===== src/rtl/axis_data_width_upsizer.sv =====
// Narrow-to-wide AXI Stream converter: packs RATIO input beats per output word, never across packets.
// Optional AXIS_UPSIZER_KEEP_CHECK_EN adds a registered keep_error pulse for malformed TKEEP.
module axis_data_width_upsizer #(
  parameter int IN_TDATA_WIDTH  = 64,
  parameter int OUT_TDATA_WIDTH = IN_TDATA_WIDTH * 4,
  parameter int TUSER_WIDTH     = 128
) (
  input  logic                         axis_aclk,
  input  logic                         axis_reset,
  input  logic [IN_TDATA_WIDTH-1:0]    axis_original_tdata,
  input  logic [IN_TDATA_WIDTH/8-1:0]  axis_original_tkeep,
  input  logic [TUSER_WIDTH-1:0]       axis_original_tuser,
  input  logic                         axis_original_tvalid,
  output logic                         axis_original_tready,
  input  logic                         axis_original_tlast,
  output logic [OUT_TDATA_WIDTH-1:0]   axis_resize_tdata,
  output logic [OUT_TDATA_WIDTH/8-1:0] axis_resize_tkeep,
  output logic [TUSER_WIDTH-1:0]       axis_resize_tuser,
  output logic                         axis_resize_tvalid,
  input  logic                         axis_resize_tready,
  output logic                         axis_resize_tlast
`ifdef AXIS_UPSIZER_KEEP_CHECK_EN
  ,
  output logic                         keep_error
`endif
);

  localparam int RATIO    = OUT_TDATA_WIDTH / IN_TDATA_WIDTH;
  localparam int IN_KEEP  = IN_TDATA_WIDTH / 8;
  localparam int OUT_KEEP = OUT_TDATA_WIDTH / 8;
  localparam int CNT_W    = (RATIO > 1) ? $clog2(RATIO) : 1;

  logic [CNT_W-1:0]           cnt_reg;
  logic [OUT_TDATA_WIDTH-1:0] acc_data_reg;
  logic [OUT_KEEP-1:0]        acc_keep_reg;
  logic [TUSER_WIDTH-1:0]     pkt_tuser_reg;
  logic                       in_packet_reg;
  logic [OUT_TDATA_WIDTH-1:0] out_data_reg;
  logic [OUT_KEEP-1:0]        out_keep_reg;
  logic [TUSER_WIDTH-1:0]     out_tuser_reg;
  logic                       out_last_reg;
  logic                       out_valid_reg;

  logic                       beat_accept;
  logic                       word_complete;
  logic                       out_handshake;
  logic [OUT_TDATA_WIDTH-1:0] merged_data;
  logic [OUT_KEEP-1:0]        merged_keep;

  assign axis_original_tready = ~axis_reset & (~out_valid_reg | axis_resize_tready);
  assign beat_accept          = axis_original_tvalid & axis_original_tready;
  assign out_handshake        = out_valid_reg & axis_resize_tready;
  assign word_complete        = (cnt_reg == CNT_W'(RATIO - 1)) | axis_original_tlast;

  // Slots above cnt are still zero from the last clear, so the merge also zero-fills them.
  generate
    for (genvar gi = 0; gi < RATIO; gi++) begin : g_slot
      assign merged_data[gi*IN_TDATA_WIDTH +: IN_TDATA_WIDTH] =
        (cnt_reg == CNT_W'(gi)) ? axis_original_tdata
                                : acc_data_reg[gi*IN_TDATA_WIDTH +: IN_TDATA_WIDTH];
      assign merged_keep[gi*IN_KEEP +: IN_KEEP] =
        (cnt_reg == CNT_W'(gi)) ? axis_original_tkeep
                                : acc_keep_reg[gi*IN_KEEP +: IN_KEEP];
    end
  endgenerate

  always_ff @(posedge axis_aclk or posedge axis_reset) begin
    if (axis_reset) begin
      cnt_reg       <= '0;
      acc_data_reg  <= '0;
      acc_keep_reg  <= '0;
      pkt_tuser_reg <= '0;
      in_packet_reg <= 1'b0;
      out_data_reg  <= '0;
      out_keep_reg  <= '0;
      out_tuser_reg <= '0;
      out_last_reg  <= 1'b0;
      out_valid_reg <= 1'b0;
    end else if (beat_accept) begin
      if (!in_packet_reg) pkt_tuser_reg <= axis_original_tuser;
      in_packet_reg <= ~axis_original_tlast;
      if (word_complete) begin
        out_data_reg  <= merged_data;
        out_keep_reg  <= merged_keep;
        // A word started by the packet's first beat has no captured tuser yet.
        out_tuser_reg <= in_packet_reg ? pkt_tuser_reg : axis_original_tuser;
        out_last_reg  <= axis_original_tlast;
        out_valid_reg <= 1'b1;
        cnt_reg       <= '0;
        acc_data_reg  <= '0;
        acc_keep_reg  <= '0;
      end else begin
        cnt_reg      <= cnt_reg + CNT_W'(1);
        acc_data_reg <= merged_data;
        acc_keep_reg <= merged_keep;
        if (out_handshake) out_valid_reg <= 1'b0;
      end
    end else if (out_handshake) begin
      out_valid_reg <= 1'b0;
    end
  end

  assign axis_resize_tdata  = out_data_reg;
  assign axis_resize_tkeep  = out_keep_reg;
  assign axis_resize_tuser  = out_tuser_reg;
  assign axis_resize_tlast  = out_last_reg;
  assign axis_resize_tvalid = out_valid_reg;

`ifdef AXIS_UPSIZER_KEEP_CHECK_EN
  logic [IN_KEEP:0] keep_ext;
  logic [IN_KEEP:0] keep_plus_one;
  logic             keep_bad;
  logic             keep_error_reg;

  // A contiguous low-aligned mask has the form 2^n-1, so mask & (mask+1) is zero.
  assign keep_ext      = {1'b0, axis_original_tkeep};
  assign keep_plus_one = keep_ext + (IN_KEEP+1)'(1);
  assign keep_bad      = (|(keep_ext & keep_plus_one)) |
                         (~axis_original_tlast & ~(&axis_original_tkeep));

  always_ff @(posedge axis_aclk or posedge axis_reset) begin
    if (axis_reset) keep_error_reg <= 1'b0;
    else            keep_error_reg <= beat_accept & keep_bad;
  end

  assign keep_error = keep_error_reg;
`endif

endmodule

===== config.mk =====
export PLATFORM = sky130hd
export DESIGN_NAME = axis_data_width_upsizer
export DESIGN_NICKNAME = d
export VERILOG_FILES = /design/src/rtl/axis_data_width_upsizer.sv
export SDC_FILE = /design/constraint.sdc
export NUM_CORES = 2
export LEC_CHECK = 0
export ABC_CLOCK_PERIOD_IN_PS = 57000
export BUFFER_PORTS_ARGS = -buffer_cell sky130_fd_sc_hd__clkbuf_2
export CAP_MARGIN = 40
export CORE_ASPECT_RATIO = 0.5
export CORE_MARGIN = 2
export CORE_UTILIZATION = 40
export CTS_CLUSTER_SIZE = 12
export DETAILED_ROUTE_END_ITERATION = 16
export RECOVER_POWER = 50
export SLEW_MARGIN = 10
export SYNTH_ARGS = -nofsm -noshare
export SYNTH_HDL_FRONTEND = slang
export SYNTH_SLANG_ARGS = --single-unit

===== constraint.sdc =====
create_clock -name axis_aclk -period 57 [get_ports axis_aclk]
set_clock_uncertainty 0.1 [all_clocks]
set_input_delay 8.55 -clock axis_aclk [delete_from_list [all_inputs] [get_ports axis_aclk]]
set_output_delay 8.55 -clock axis_aclk [all_outputs]
set_load 0.005 [all_outputs]

## Yosys cells after proc, flatten, opt, wreduce, memory -nomap -nowiden

Index checks and enable logic that the tools add are counted.

- Logic and storage cells: 39
- Register bits after elaboration: 837
- Latch bits: 0
- RAM bits: 0
- Input port bits: 205
- Memories kept: 0
- Memory bits (read-only): 0
- Output and inout bits: 419

- Order comparisons: 0
- Mux-type cells: 15
- Multiply operators: 0
- Reduce and logical (&&, ||, !) cells: 2
- Equal/unequal tests: 3
- Bitwise gates (word level): 8
- Shift-type cells: 0
- Add/sub/neg operators: 1
- Div/mod/pow operators: 0

Operator list:

| cell | count |
|---|---|
| $mux 256 | 1 |
| $mux 64 | 4 |
| $mux 128 | 1 |
| $mux 32 | 1 |
| $mux 8 | 4 |
| $eq 2x2->1 const B | 2 |
| $and 1x1->1 | 3 |
| $mux 1 | 3 |
| $not 1->1 | 3 |
| $add 2x1->2 const B | 1 |
| $eq 2x1->1 const B | 1 |
| $logic_not 2->1 | 1 |
| $mux 2 | 1 |
| $or 1x1->1 | 2 |
| $reduce_and 2->1 | 1 |

## Depth between registers and ports, before layout

- Depth after elaboration: 5
- Depth in mapped cells: 8
- Depth with buffers taken out: 4

## Worst setup path after synthesis

OpenSTA, ideal clock, no wires.

- Path type: input port to output port
- Start: input port axis_resize_tready
- End: output port axis_original_tready
- Required time: 48350 ps
- Path buffers: 0
- Stages on the path: 2
- Path slack: 39545 ps
- Arrival: 8805 ps
- Path through: nor2b_2 -> nor2_1

- Word-level cells in the longest chain between the ends: 2

Ends and longest elaborated chain:

| item | RTL line | text |
|---|---|---|
| from (decl) | 20 | `input logic axis_resize_tready,` |
| $or 1x1->1 | 50 | `assign axis_original_tready = ~axis_reset & (~out_valid_reg \| axis_resize_tready);` |
| $and 1x1->1 | 50 |  |
| to (decl) | 14 | `output logic axis_original_tready,` |

No other way between the ends.

==> results.txt <==
Outcome - finished, violations left
Failing checks - max-capacitance violations, max-slew violations
Clock Path Buffers - 3
Port Buf Inserts - 623
Vias in the first global route - 26,300
Most area-hungry cell type in the Yosys netlist - dfrtp_1
Largest net degree at the start of global routing - 181
Area Overhead vs Synth - 16.3%
Max-slew violations - 750
Worst Tran Pin Value - 9280 ps
Reg2Reg Capture Point - acc_data_reg[195]
Clock transition at the registers of the reported paths - 60 ps
Hold Path Origin - acc_data_reg[239]
Sequential share of the synthesized area - 58.9%
Fillers - 8,199
Met3 usage - 3.79%
Reg2Reg Setup Slack - 52,720 ps
# IOs - 624
Via count - 26,400
Setup WS pre-CTS - 39,220 ps
Final Hold Vio Count - 0
WHS Path Cells - 1
GRT met2 Usage - 38.3%
Post-CTS Setup Inserts - 0
Slew headroom - -519%
Total number of yosys warnings - 0
Final Setup Violations - 0
Sw Share - 31.8%
Core area - 88,200 µm²
Fin crit period - 22,080 ps
Sequential Area - 20,900 µm²
Number of flops mapped to enable cells by yosys - 0
Cts bufs inserted - 83
Worst path most repeated cell - clkbuf_1
Endpoint, Worst Hold - acc_data_reg[239]
Most used routing layer - met2
Max VDD drop - 21.1 µV
Rows - 77
Cell Pwr Density - 43.7 nW/µm²
RSZ-0062 raised after global routing - no
LEAKAGE - 18.2 nW
Tot Pwr - 1.81 mW
Yosys top cell area share - 58.9%
CP endpoint kind - asynchronous set/reset pin
Hold Path Class - flip-flop to flip-flop
Cts repair resizes - 0
CP max stage delay - 6780 ps
Top cells by area, synth - dfrtp_1, mux2i_1, a31oi_1
CTS sink cnt - 837
Fin crit share - 38.7%
Initial DRC count - 2,325
FF+latch count, synth - 837
CTS tree - done
Die W - 426 µm
Initial Utilization - 40.3%
Sequential Power Share - 46.0%
Worst-path fanout max - 178
HPWL after detailed placement - 69,500 µm
Most used cells in the layout excluding fill and tap cells - dfrtp_1, a21oi_1, mux2i_1, a31oi_1, clkbuf_2
Main synth FF type - dfrtp_1
Antenna violations before repair - 10
Critical path buffers and inverters - 4
Die ar. - 91,400 µm²
Arrival time of the worst setup path - 20,410 ps
Met1 global-route usage - 32.0%
Crit start category - primary input
DR WL/cell - 24.8 µm
GPL Wtd Cong - 0.822
Layout cell share with drive strength beyond 1 - 18.4%
Synthesized area - 35,500 µm²
Kind of cell adding the most delay to the critical path - buffers and inverters
GRT Util Overall - 24.1%
Multi-input logic area - 13,000 µm²
Syn nets - 3,044
First-pass GRT wire length - 170,000 µm
Final worst slack - 34,920 ps
Total grt overflow - 0
Detailed Route WL - 112,000 µm
H-Tree Depth - 3
DR vias/cell - 5.83
Max Fclk - 45.3 MHz
R2r worst-path depth - 6
Commonest non-fill, non-tap cell in the layout - dfrtp_1
Clock root buffer - clkbuf_16
Cell internal pwr - 1.23 mW
Cell Chain, Critical Path - clkbuf_1 > clkinvlp_2 > clkbuf_1 > clkbuf_1
Launch point of the worst path - axis_reset
# hold bufs at CTS - 0
Max Cap Viol - 12
Clk pwr share - 29.2%
FFs w/ async S/R, synth - 100%
Pre-antenna DRT Iters - 6
CP Class - primary input to asynchronous set/reset pin
Req. time, crit path - 55,330 ps
Post-route setup TNS - 0 ps
Worst skew pair latency - 670 ps
Logic pwr share - 24.8%
Antenna Nets Post-Route - 0
Fin nets - 3,516
Die extent in y - 215 µm
Syn avg cell area - 12.5 µm²
Post-Synthesis Cells - 2,835
Reg-to-reg critical path startpoint - cnt_reg[0]
Critical path's slowest cell - clkbuf_1
DRC errors left - 0
NetSw - 574 µW
Library cells used by synthesis - 28
[worst register-to-register path, stage by stage, from the launching register on]
cell and delay (ps):
dfrtp_1 550, ha_4 570, or2_4 590, buf_12 630, nand3_2 830, buf_4 630
and2_1 270
[synthesized netlist by cell type (4+ instances only)]
| cell type | n |
|---|---|
| a21oi_1 | 418 |
| mux2_2 | 99 |
| dfrtp_1 | 837 |
| a22o_1 | 217 |
| and2_1 | 72 |
| a31oi_1 | 416 |
| mux2i_1 | 416 |
| buf_6 | 27 |
| ha_1 | 4 |
| clkbuf_1 | 23 |
| buf_1 | 5 |
| mux2_1 | 29 |
| buf_4 | 16 |
| buf_2 | 229 |
[worst max-delay path by stage]
stage / end / slack (ps) / depth (start not counted)
after detailed placement: axis_original_tready / 39220 / 4
after global routing: axis_resize_tdata[224] / 32030 / 4
after global placement: axis_original_tready / 39180 / 4
final: acc_data_reg[100] / 34920 / 4
after floorplan: acc_data_reg[0] / 24840 / 1
after CTS: axis_original_tready / 39220 / 4
[per-stage QoR]
step                      cells  util, %  hold slack (ps)  cell area, µm²
after global placement     4389     44.2              366           38900
after detailed placement   4406     44.7              370           39400
after global routing       4531     46.9              392           41300
after CTS                  4521     47.4              386           41800
after floorplan            2835        -              353           35500
final                      4532     46.9              379           41300
[power groups by stage]
stage	Sequential [mW]	Clock [mW]	Combinational, mW
after floorplan	0.829	0	0.262
after global placement	0.834	0	0.454
after detailed placement	0.840	0	0.467
after CTS	0.831	0.539	0.468
after global routing	0.848	0.563	0.486
final	0.831	0.528	0.448
[metal layers]
layer | vias up | wire [µm]
met1 | 13700 | 46700
met5 | - | 13
met2 | 821 | 54800
met3 | 227 | 5320
met4 | 2 | 5610
li1 | 11600 | -
[final cells by class]
cell class | count | area share [%]
flip-flops and latches | 837 | 50.7
multi-input cells | 1695 | 31.4
repair buffers | 687 | 8.35
clock buffers | 104 | 5.54
well taps | 1185 | 3.59
clock inverters | 11 | 0.396
diodes | 10 | 0.0605
inverters | 3 | 0.0303
[logic make-up after synthesis]
| kind of cell | Yosys count | synth area share (%) |
|---|---|---|
| buf+inv | 303 | 4.75 |
| fa+ha+maj | 4 | 0.141 |
| mux | 544 | 15.8 |
| compound gates | 1057 | 18.8 |
| flops | 837 | 58.9 |
| simple gates | 90 | 1.62 |
Note: power is estimated with default switching activity, not from simulation.
